**config.mk**
```make
export PLATFORM = sky130hd
export DESIGN_NAME = mac_stream_acc
export DESIGN_NICKNAME = d
export VERILOG_FILES = /design/src/rtl/mac_pkg.sv /design/src/rtl/mac_lane_mul.sv /design/src/rtl/mac_stream_acc.sv
export SDC_FILE = /design/constraint.sdc
export NUM_CORES = 2
export LEC_CHECK = 0
export CORE_UTILIZATION = 55
export DETAILED_ROUTE_END_ITERATION = 7
export PLACE_DENSITY = 0.76
export REMOVE_ABC_BUFFERS = 1
export SLEW_MARGIN = 40
export SYNTH_ARGS = -nofsm -noshare
export SYNTH_HDL_FRONTEND = slang
export SYNTH_SLANG_ARGS = --single-unit
```
**constraint.sdc**
```tcl
create_clock -name CLK -period 5.35 [get_ports CLK]
set_input_delay 0.8025 -clock CLK [delete_from_list [all_inputs] [get_ports CLK]]
set_output_delay 0.8025 -clock CLK [all_outputs]
set_load 0.01 [all_outputs]
```
**src/rtl/mac_pkg.sv**
```systemverilog
// Shared width helpers and the saturation clamp for the streaming MAC engine.
package mac_pkg;

  // Widest accumulator the generic clamp can handle.
  localparam int MAX_W = 128;

  function automatic int clog2(input int n);
    int r;
    r = 0;
    for (int v = n - 1; v > 0; v = v >> 1) r = r + 1;
    return r;
  endfunction

  // Full-precision width of one lane product.
  function automatic int prod_w(input int a_w, input int b_w);
    return a_w + b_w;
  endfunction

  // Width that holds the sum of all lane products plus the carry-in bit.
  function automatic int sum_w(input int a_w, input int b_w, input int lanes);
    return prod_w(a_w, b_w) + clog2(lanes) + 1;
  endfunction

  // Replace an overflowed w-bit result with the bound in the overflow direction.
  // neg selects the negative bound for two's-complement overflow.
  function automatic logic [MAX_W-1:0] sat_clamp(input logic [MAX_W-1:0] raw,
                                                 input logic             ovf,
                                                 input logic             neg,
                                                 input logic             signd,
                                                 input int               w);
    logic [MAX_W-1:0] ones;
    ones = (MAX_W'(1) << w) - MAX_W'(1);
    if (!ovf) return raw;
    else if (!signd) return ones;
    else if (neg) return MAX_W'(1) << (w - 1);
    else return ones >> 1;
  endfunction

endpackage

```
**src/rtl/mac_lane_mul.sv**
```systemverilog
// One registered A_W x B_W multiplier lane; the register only loads on enable.
module mac_lane_mul
  import mac_pkg::*;
#(
  parameter int A_W    = 16,
  parameter int B_W    = 16,
  parameter int SIGNED = 0
) (
  input  logic                       clk_i,
  input  logic                       en_i,
  input  logic [A_W-1:0]             a_i,
  input  logic [B_W-1:0]             b_i,
  output logic [prod_w(A_W,B_W)-1:0] p_o
);

  localparam int PW = prod_w(A_W, B_W);

  logic signed [PW-1:0] a_ext;
  logic signed [PW-1:0] b_ext;
  logic        [PW-1:0] prod_d;
  logic        [PW-1:0] prod_q;

  // Extend both operands to product width so the low PW bits are exact either way.
  always_comb begin
    if (SIGNED != 0) begin
      a_ext = {{B_W{a_i[A_W-1]}}, a_i};
      b_ext = {{A_W{b_i[B_W-1]}}, b_i};
    end else begin
      a_ext = {{B_W{1'b0}}, a_i};
      b_ext = {{A_W{1'b0}}, b_i};
    end
    prod_d = a_ext * b_ext;
  end

  // Product register (data only, no reset).
  always_ff @(posedge clk_i) begin
    if (en_i) prod_q <= prod_d;
  end

  assign p_o = prod_q;

endmodule

```
**src/rtl/mac_stream_acc.sv**
```systemverilog
// Multi-lane streaming multiply-accumulate: one result per IN_LAST-delimited frame.
module mac_stream_acc
  import mac_pkg::*;
#(
  parameter int A_W    = 16,
  parameter int B_W    = 16,
  parameter int LANES  = 4,
  parameter int ACC_W  = 40,
  parameter int CNT_W  = 16,
  parameter int SIGNED = 0,
  parameter int SAT    = 1
) (
  input  logic                 CLK,
  input  logic                 RST_N,
  input  logic                 CE,
  input  logic                 CLR,
  input  logic                 IN_VALID,
  output logic                 IN_READY,
  input  logic                 IN_LAST,
  input  logic [LANES*A_W-1:0] A,
  input  logic [LANES*B_W-1:0] B,
  input  logic                 CARRYIN,
  output logic                 OUT_VALID,
  input  logic                 OUT_READY,
  output logic [ACC_W-1:0]     P_OUT,
  output logic                 OVF,
  output logic [CNT_W-1:0]     CNT_OUT
);

  localparam int PW    = prod_w(A_W, B_W);
  localparam int SUM_W = sum_w(A_W, B_W, LANES);

  logic stall, adv, accept;

  logic first_q;
  logic vld_p1_q, last_p1_q, first_p1_q, cin_p1_q;
  logic [PW-1:0] prod_p1 [LANES];

  logic [SUM_W-1:0] lane_sum;
  logic [ACC_W-1:0] sum_p2_d, sum_p2_q;
  logic vld_p2_q, last_p2_q, first_p2_q;

  logic             add_c, add_ovf;
  logic [ACC_W-1:0] add_raw;
  logic [MAX_W-1:0] sat_full;
  logic             unused_sat_hi;
  logic [ACC_W-1:0] acc_d, acc_q;
  logic             ovf_d, ovf_q;
  logic [CNT_W-1:0] cnt_d, cnt_q;
  logic             vld_p3_q, last_p3_q;

  logic             out_vld_q, ovf_out_q;
  logic [ACC_W-1:0] p_out_q;
  logic [CNT_W-1:0] cnt_out_q;

  // A held result blocks the whole pipeline; CE freezes everything.
  assign stall    = out_vld_q & ~OUT_READY;
  assign adv      = CE & ~stall;
  assign IN_READY = adv & ~CLR;
  assign accept   = IN_VALID & IN_READY;

  // ---- S1: lane products ----
  for (genvar g = 0; g < LANES; g++) begin : g_lane
    mac_lane_mul #(.A_W(A_W), .B_W(B_W), .SIGNED(SIGNED)) u_mul (
      .clk_i (CLK),
      .en_i  (accept),
      .a_i   (A[g*A_W +: A_W]),
      .b_i   (B[g*B_W +: B_W]),
      .p_o   (prod_p1[g])
    );
  end

  // S1 control: beat valid/last, frame-start flag and carry-in qualified by it.
  always_ff @(posedge CLK or negedge RST_N) begin
    if (!RST_N) begin
      first_q    <= 1'b1;
      vld_p1_q   <= 1'b0;
      last_p1_q  <= 1'b0;
      first_p1_q <= 1'b0;
      cin_p1_q   <= 1'b0;
    end else if (CLR) begin
      first_q    <= 1'b1;
      vld_p1_q   <= 1'b0;
      last_p1_q  <= 1'b0;
      first_p1_q <= 1'b0;
      cin_p1_q   <= 1'b0;
    end else if (adv) begin
      vld_p1_q   <= accept;
      last_p1_q  <= IN_LAST;
      first_p1_q <= first_q;
      cin_p1_q   <= CARRYIN & first_q;
      if (accept) first_q <= IN_LAST;
    end
  end

  // ---- S2: lane sum plus carry-in ----
  // Sum the extended products at full sum width, then extend to the accumulator.
  always_comb begin
    lane_sum = SUM_W'(cin_p1_q);
    for (int i = 0; i < LANES; i++) begin
      if (SIGNED != 0) lane_sum = lane_sum + {{(SUM_W-PW){prod_p1[i][PW-1]}}, prod_p1[i]};
      else             lane_sum = lane_sum + {{(SUM_W-PW){1'b0}}, prod_p1[i]};
    end
    if (SIGNED != 0) sum_p2_d = ACC_W'($signed(lane_sum));
    else             sum_p2_d = ACC_W'(lane_sum);
  end

  // S2 data register.
  always_ff @(posedge CLK) begin
    if (adv) sum_p2_q <= sum_p2_d;
  end

  // S2 control register.
  always_ff @(posedge CLK or negedge RST_N) begin
    if (!RST_N) begin
      vld_p2_q   <= 1'b0;
      last_p2_q  <= 1'b0;
      first_p2_q <= 1'b0;
    end else if (CLR) begin
      vld_p2_q   <= 1'b0;
      last_p2_q  <= 1'b0;
      first_p2_q <= 1'b0;
    end else if (adv) begin
      vld_p2_q   <= vld_p1_q;
      last_p2_q  <= last_p1_q;
      first_p2_q <= first_p1_q;
    end
  end

  // ---- S3: accumulate ----
  // Add with overflow detection; a saturated sum is held until the frame ends.
  always_comb begin
    {add_c, add_raw} = {1'b0, acc_q} + {1'b0, sum_p2_q};
    if (SIGNED != 0)
      add_ovf = (acc_q[ACC_W-1] == sum_p2_q[ACC_W-1]) && (add_raw[ACC_W-1] != acc_q[ACC_W-1]);
    else
      add_ovf = add_c;
    sat_full = sat_clamp(MAX_W'(add_raw), add_ovf, acc_q[ACC_W-1], (SIGNED != 0), ACC_W);
    acc_d = acc_q;
    ovf_d = ovf_q;
    cnt_d = cnt_q;
    if (vld_p2_q) begin
      if (first_p2_q) begin
        acc_d = sum_p2_q;
        ovf_d = 1'b0;
        cnt_d = CNT_W'(1);
      end else begin
        cnt_d = cnt_q + CNT_W'(1);
        ovf_d = ovf_q | add_ovf;
        if (SAT != 0) begin
          if (!ovf_q) acc_d = sat_full[ACC_W-1:0];
        end else begin
          acc_d = add_raw;
        end
      end
    end
  end

  // Upper bits of the generic clamp result are intentionally dropped.
  assign unused_sat_hi = ^sat_full[MAX_W-1:ACC_W];

  // Accumulator, sticky overflow and beat counter.
  always_ff @(posedge CLK or negedge RST_N) begin
    if (!RST_N) begin
      acc_q     <= '0;
      ovf_q     <= 1'b0;
      cnt_q     <= '0;
      vld_p3_q  <= 1'b0;
      last_p3_q <= 1'b0;
    end else if (CLR) begin
      acc_q     <= '0;
      ovf_q     <= 1'b0;
      cnt_q     <= '0;
      vld_p3_q  <= 1'b0;
      last_p3_q <= 1'b0;
    end else if (adv) begin
      acc_q     <= acc_d;
      ovf_q     <= ovf_d;
      cnt_q     <= cnt_d;
      vld_p3_q  <= vld_p2_q;
      last_p3_q <= last_p2_q;
    end
  end

  // ---- Output register ----
  // Frame close loads the result; otherwise an unstalled cycle means it was popped.
  always_ff @(posedge CLK or negedge RST_N) begin
    if (!RST_N) begin
      out_vld_q <= 1'b0;
      p_out_q   <= '0;
      ovf_out_q <= 1'b0;
      cnt_out_q <= '0;
    end else if (CLR) begin
      out_vld_q <= 1'b0;
      p_out_q   <= '0;
      ovf_out_q <= 1'b0;
      cnt_out_q <= '0;
    end else if (adv) begin
      if (vld_p3_q && last_p3_q) begin
        out_vld_q <= 1'b1;
        p_out_q   <= acc_q;
        ovf_out_q <= ovf_q;
        cnt_out_q <= cnt_q;
      end else begin
        out_vld_q <= 1'b0;
      end
    end
  end

  assign OUT_VALID = out_vld_q;
  assign P_OUT     = p_out_q;
  assign OVF       = ovf_out_q;
  assign CNT_OUT   = cnt_out_q;

endmodule

```
* Yosys cells after proc, flatten, opt, wreduce, memory -nomap -nowiden
Index checks and enable logic that the tools add are counted.
** Word-level totals
- Word-level logic and storage cells :: 98
- Register bits :: 288
- Output and inout bits :: 59
** Operators by class
- $mul :: 4
- Multiplexer cells :: 47
- $add $sub $neg :: 6
- Reduce and logical (&&, ||, !) cells :: 9
- Eq/ne operators :: 1
- Bitwise logic cells :: 9
** Operators with widths (number)
- two-way mux 40 bit :: 9
- multiplier 16 x 16 -> 32 bit :: 4
- two-way mux 16 bit :: 7
- adder 40 x 35 -> 41 bit :: 1
- adder 34 x 32 -> 35 bit :: 1
- adder 35 x 32 -> 35 bit :: 1
- adder 33 x 32 -> 34 bit :: 1
- adder 1 x 32 -> 33 bit :: 1
- two-way mux 1 bit :: 31
- adder 16 x 1 -> 16 bit (second input constant) :: 1
- nonzero test 2 bit :: 4
- AND reduction 2 bit :: 3
- bitwise AND 1 bit :: 5
- inequality test 3 bit (second input constant) :: 1
- NOT 1 bit :: 3
- AND reduction 3 bit :: 1
- logical AND 1 bit :: 1
- bitwise OR 1 bit :: 1

* Depth between registers and ports, before layout
- Depth in word-level cells :: 9
- Gate-level depth with buffers :: 24

* Modules after synthesis
A second synthesis with hierarchy kept.
** Unflattened totals
- Cell total of the unflattened synthesis :: 5355
- Area total of the unflattened synthesis :: 49814.0 um^2
** By module, submodules not included
- mac_stream_acc :: area an instance 11688.7 um^2, instances 1, cells an instance 1256
- mac_lane_mul (g_lane[1].u_mul) :: area an instance 9623.0 um^2, instances 1, cells an instance 1040
- mac_lane_mul (g_lane[0].u_mul) :: area an instance 9536.6 um^2, instances 1, cells an instance 1026
- mac_lane_mul (g_lane[3].u_mul) :: area an instance 9532.9 um^2, instances 1, cells an instance 1018
- mac_lane_mul (g_lane[2].u_mul) :: area an instance 9432.8 um^2, instances 1, cells an instance 1015

* Worst setup path after synthesis
No wires, ideal clock.
- Kind :: input-to-reg
- From :: input B[23]
- To :: register g_lane[1].u_mul.prod_q[30], data pin
- Setup slack :: -1.316 ns
- Arrival time :: 6.409 ns
- Path buffers :: 2
- Stages :: 22
- Setup time :: 0.258 ns
- Cells stage by stage :: clkbuf_1 > nand2_1 > fa_1 > fa_1 > inv_1 > fa_1 > fa_1 > fa_1 > inv_1 > fa_1 > inv_1 > ha_1 > clkbuf_1 > a21o_1 > a21o_1 > a221oi_1 > a2bb2oi_1 > o31ai_1 > o41a_1 > a211o_1 > a21oi_1 > xnor2_1
** Between the ends
- Word-level cells in the longest chain between the ends :: 1
** RTL lines
- start: declaration :: line mac_stream_acc.sv:21 : input logic [LANES*B_W-1:0] B,
- multiplier 16 x 16 -> 32 bit :: line mac_lane_mul.sv:32 : prod_d = a_ext * b_ext;
- named net g_lane[1].u_mul.prod_d[30] :: line mac_lane_mul.sv:20 : logic [PW-1:0] prod_d;
- end signal: assignment :: line mac_lane_mul.sv:37 : if (en_i) prod_q <= prod_d;
- end: declaration :: line mac_lane_mul.sv:21 : logic [PW-1:0] prod_q;
The timed path passes the listed nets, and every way through them passes these cells.
A chain may end at the register's enable or synchronous reset.

* Worst setup path after layout
- From :: input A[41]
- To :: register g_lane[2].u_mul.prod_q[26], data pin
** Between the ends
- Word-level cells in the longest chain between the ends :: 1
** RTL lines
- start: declaration :: line mac_stream_acc.sv:20 : input logic [LANES*A_W-1:0] A,
- multiplier 16 x 16 -> 32 bit :: line mac_lane_mul.sv:32
- named net g_lane[2].u_mul.prod_d[26] :: line mac_lane_mul.sv:20
- end signal: assignment :: line mac_lane_mul.sv:37
- end: declaration :: line mac_lane_mul.sv:21
The timed path passes the listed nets, and every way through them passes these cells.

==> impl_metrics.env <==
export IMPL_ant_nets=0
export IMPL_antenna_found_initial=7
export IMPL_vias=40440
export IMPL_yosysWarnings=0
export IMPL_tightest_slew_ps=752.1
export IMPL_track_usage_pct=30.23
export IMPL_drt_iter0_drc=3479
export IMPL_ios=195
export IMPL_clock_skew_ps=20.47
export IMPL_startpoint="A[41]"
export IMPL_async_flop_share_pct=43.55
export IMPL_ys_flop_type="edfxtp_1"
export IMPL_synthesis_area_mm2=0.04814
export IMPL_slowest_stage="fa_1"
export IMPL_rsz0062_at_grt="true"
export IMPL_fin_crit_ps=6816
export IMPL_status="finished, violations left"
export IMPL_dp_cells=6775
export IMPL_grt_pass1_wl_um=214100
export IMPL_grt_pass1_vias=41900
export IMPL_cp_arrival_ps=7150
export IMPL_hold_buffers=0
export IMPL_rr_worst_depth=14
export IMPL_yosysUniqueCellTypes=83
export IMPL_cts_made_buffers=34
export IMPL_violations="setup timing"
export IMPL_hold_path_class="in2async"
export IMPL_vias_per_cell=5.728
export IMPL_cts_htree_levels=2
export IMPL_core_mm2=0.08675
export IMPL_seq_area_frac_synth_pct=16.61
export IMPL_io_buffers=194
export IMPL_die_h_um=297.9
export IMPL_hold_viol=0
export IMPL_synth_area_per_cell_um2=9.577
export IMPL_fmax_ghz=0.1467
export IMPL_drv_cap=0
export IMPL_clock_latency_ps=550
export IMPL_cts_sinks=287
export IMPL_die_area_mm2=0.08872
export IMPL_cp_required_ps=5680
export IMPL_cts_tree="built"
export IMPL_setup_slack_ps=-1466
export IMPL_area_delta_synth_final_pct=28.54
export IMPL_drv_slew=0
export IMPL_start_util_pct=55.49
export IMPL_ys_ff_latch=287
export IMPL_placementRows=108
export IMPL_fin_crit_sh_pct=127.4
export IMPL_crit_end="g_lane[2].u_mul.p_o[26]"
export IMPL_wirelength_um=142900
export IMPL_path_common_cell="fa_1"
export IMPL_fillers=5774
export IMPL_clk_path_buf_depth=3
export IMPL_regToRegEndpoint="sum_p2_q[33]"
export IMPL_cts_root_buffer="clkbuf_16"
export IMPL_critPathCaptureType="flop"
export IMPL_relSlewSlack_pct=48.56
export IMPL_crit_path_max_incr_delay_ps=610
export IMPL_worst_setup_path_type="in2reg"
export IMPL_grt_ovfl_total=0
export IMPL_synth_edf_count=162
export IMPL_nets=7337
export IMPL_dr_pass1_iters=6
export IMPL_crit_fanout=5
export IMPL_crit_chain="buf_4 > buf_12 > and2_4 > fa_1 > inv_2 > fa_1 > inv_2 > fa_1 > fa_2 > fa_1 > inv_2 > fa_1 > inv_2 > ha_4 > buf_4 > nand2_4 > or3_4 > buf_6 > o311ai_4 > buf_4 > nor3_2 > o31ai_1 > a21oi_1 > xnor2_1"
export IMPL_drt_wirelength_per_cell_um=20.23
export IMPL_r2r_start="g_lane[0].u_mul.p_o[1]"
export IMPL_fin_cells=7060
export IMPL_start_kind="primary input"
export IMPL_ff_latch_area_mm2=0.007994
export IMPL_die_w_um=297.9
export IMPL_hpwl_um=98890
export IMPL_ff2ff_setup_slack_ps=690
export IMPL_multi_input_area_mm2=0.03864
export IMPL_finalSetupViolCount=76
export IMPL_drcViolationCount=0
export IMPL_synth_cells=5027
export IMPL_grt_max_degree=86
export IMPL_drive_gt1_share_pct=26.36
export IMPL_globalplace_congestion=0.9535
export IMPL_path_clk_slew_ps=60
-- layout make-up --
cell class / instances / share of cell area (%)
Sequential cell: 287 / 12.92
Multi-Input combinational cell: 3621 / 62.45
Timing Repair Buffer: 990 / 14.60
Tap cell: 1155 / 2.335
Antenna cell: 5 / 0.02022
Clock buffer: 44 / 1.541
Clock inverter: 16 / 0.4226
Inverter: 942 / 5.720
-- layer usage --
| metal | part of all wire, % | up-vias | track usage, % |
|---|---|---|---|
| li1 | - | 17570 | - |
| met1 | 37 | 20200 | 38.33 |
| met2 | 49 | 2115 | 51.28 |
| met3 | 8.3 | 560 | 5.411 |
| met4 | 5.2 | 0 | 12.10 |
| met5 | 0 | - | 0 |
-- worst max-delay path: cells and delay by family --
kind                       cells  cell delay [ps]
and+or+nand+nor                4              610
buffers and inverters          9              940
adders and majority gates      7             3570
AOI/OAI and AO/OA              3              860
xor gates and xnor gates       1              340
-- state kept, by name, indices dropped and copies added (netlist names), 16 cells and up --
| signal | count |
|---|---|
| CNT_OUT | 16 |
| g_lane.u_mul.p_o | 128 |
| acc_q | 40 |
| P_OUT | 40 |
| sum_p2_q | 34 |
| cnt_q | 16 |
-- how the worst min path moves through the flow --
stage,from,endpoint,slack (ps),cells after the start
final,RST_N,P_OUT[14],280,1
after global routing,RST_N,P_OUT[15],350,1
after global placement,first_q,first_q,490,2
after CTS,RST_N,P_OUT[13],310,1
after detailed placement,first_q,first_q,490,2
after floorplan,first_q,first_q,470,2
-- cell usage after synthesis (6+ instances only) --
library cell    n  area, um2
ha_1          483       6043
a211o_1        10      87.58
edfxtp_1      162       4865
xor2_1         45      394.1
nor2_1        131      491.7
and3_1         30      187.7
and2_1        484       3028
a22o_1         58      508.0
inv_1         940       3528
o21bai_1       20      150.1
xnor2_1       109      954.7
nor2b_1        17      106.4
nor3b_1         6      45.04
a31oi_1        12      75.07
o31ai_1        13      97.59
or3_1           7      43.79
o211ai_1       14      105.1
o21ai_0       145      725.7
o21a_1         26      195.2
nand4_1        14      87.58
a21o_1         77      578.1
a211oi_1       25      187.7
nor3_1         40      200.2
nand2_1       656       2462
a31o_2          6      52.55
nand3_1        48      240.2
o22ai_1         8      50.05
clkbuf_1      168      630.6
a21oi_1       167      835.8
a2111oi_0       6      52.55
nand2b_1       23      143.9
fa_1          842      16860
a221oi_1       10      87.58
dfrtp_1       124       3103
-- per-stage QoR --
stage	hold WS (ps)	TNS, ps	utilization [%]	worst slack (ps)	cell area [um2]
floorplan	471.4	-47540	-	-1085	47470
global placement	485.8	-121470	64.03	-2015	55550
detailed placement	486.6	-127880	64.04	-2042	55550
CTS	313.6	-31480	69.69	-839.0	60460
global route	346.0	-56170	71.33	-1595	61880
finish	275.4	-47020	71.33	-1466	61880
-- cell usage in the layout (no fill, tap or decap), types with 22 or more instances in the layout --
master           synthesis  final
clkdlybuf4s50_1          0     69
nor3_1                  40     33
inv_1                  940    842
a22o_1                  58     58
edfxtp_1               162    162
nand2b_1                23     22
buf_4                    0    600
a21oi_1                167    122
nand2_4                  0     22
xor2_1                  45     40
dfrtp_1                124    124
a21o_1                  77     77
a21oi_2                  0     33
nor2_1                 131    104
xnor2_1                109     76
fa_1                   842    785
o21ai_0                145    113
nand2_2                  0     36
inv_2                    1     98
xnor2_2                  0     29
fa_2                     0     57
ha_4                     0     50
buf_2                    3     37
nand2_1                656    598
clkbuf_16                0     35
nand3_1                 48     45
ha_1                   483    422
buf_6                    1    177
buf_8                    0     22
and2_1                 484    396
and2_4                   0     88
o21a_1                  26     26
buf_12                   0     36
-- what timing repair did --
item / CTS / global route
endpoints found under the hold margin: 0 / 0
cloned: 18 / 0
resized for setup: 1003 / 455
endpoints found under the setup margin: 87 / 82
setup buffers: 174 / 82
pin swaps: 379 / 371
-- cells by family (layout without fill, tap and decap cells) --
| group | count (synthesis) | in the layout | share of synthesized area (%) |
|---|---|---|---|
| fa+ha+maj | 1325 | 1325 | 47.57 |
| simple gates | 1477 | 1477 | 14.97 |
| compound gates | 661 | 661 | 9.221 |
| xor+xnor | 154 | 154 | 2.802 |
| mux | 4 | 4 | 0.08317 |
| flops | 287 | 287 | 16.61 |
| buf+inv | 1119 | 1992 | 8.748 |
| other cells | 0 | 5 | 0 |
Power is not shown: default switching activity piles up to over one toggle a cycle in this logic, so the estimate is an artifact.
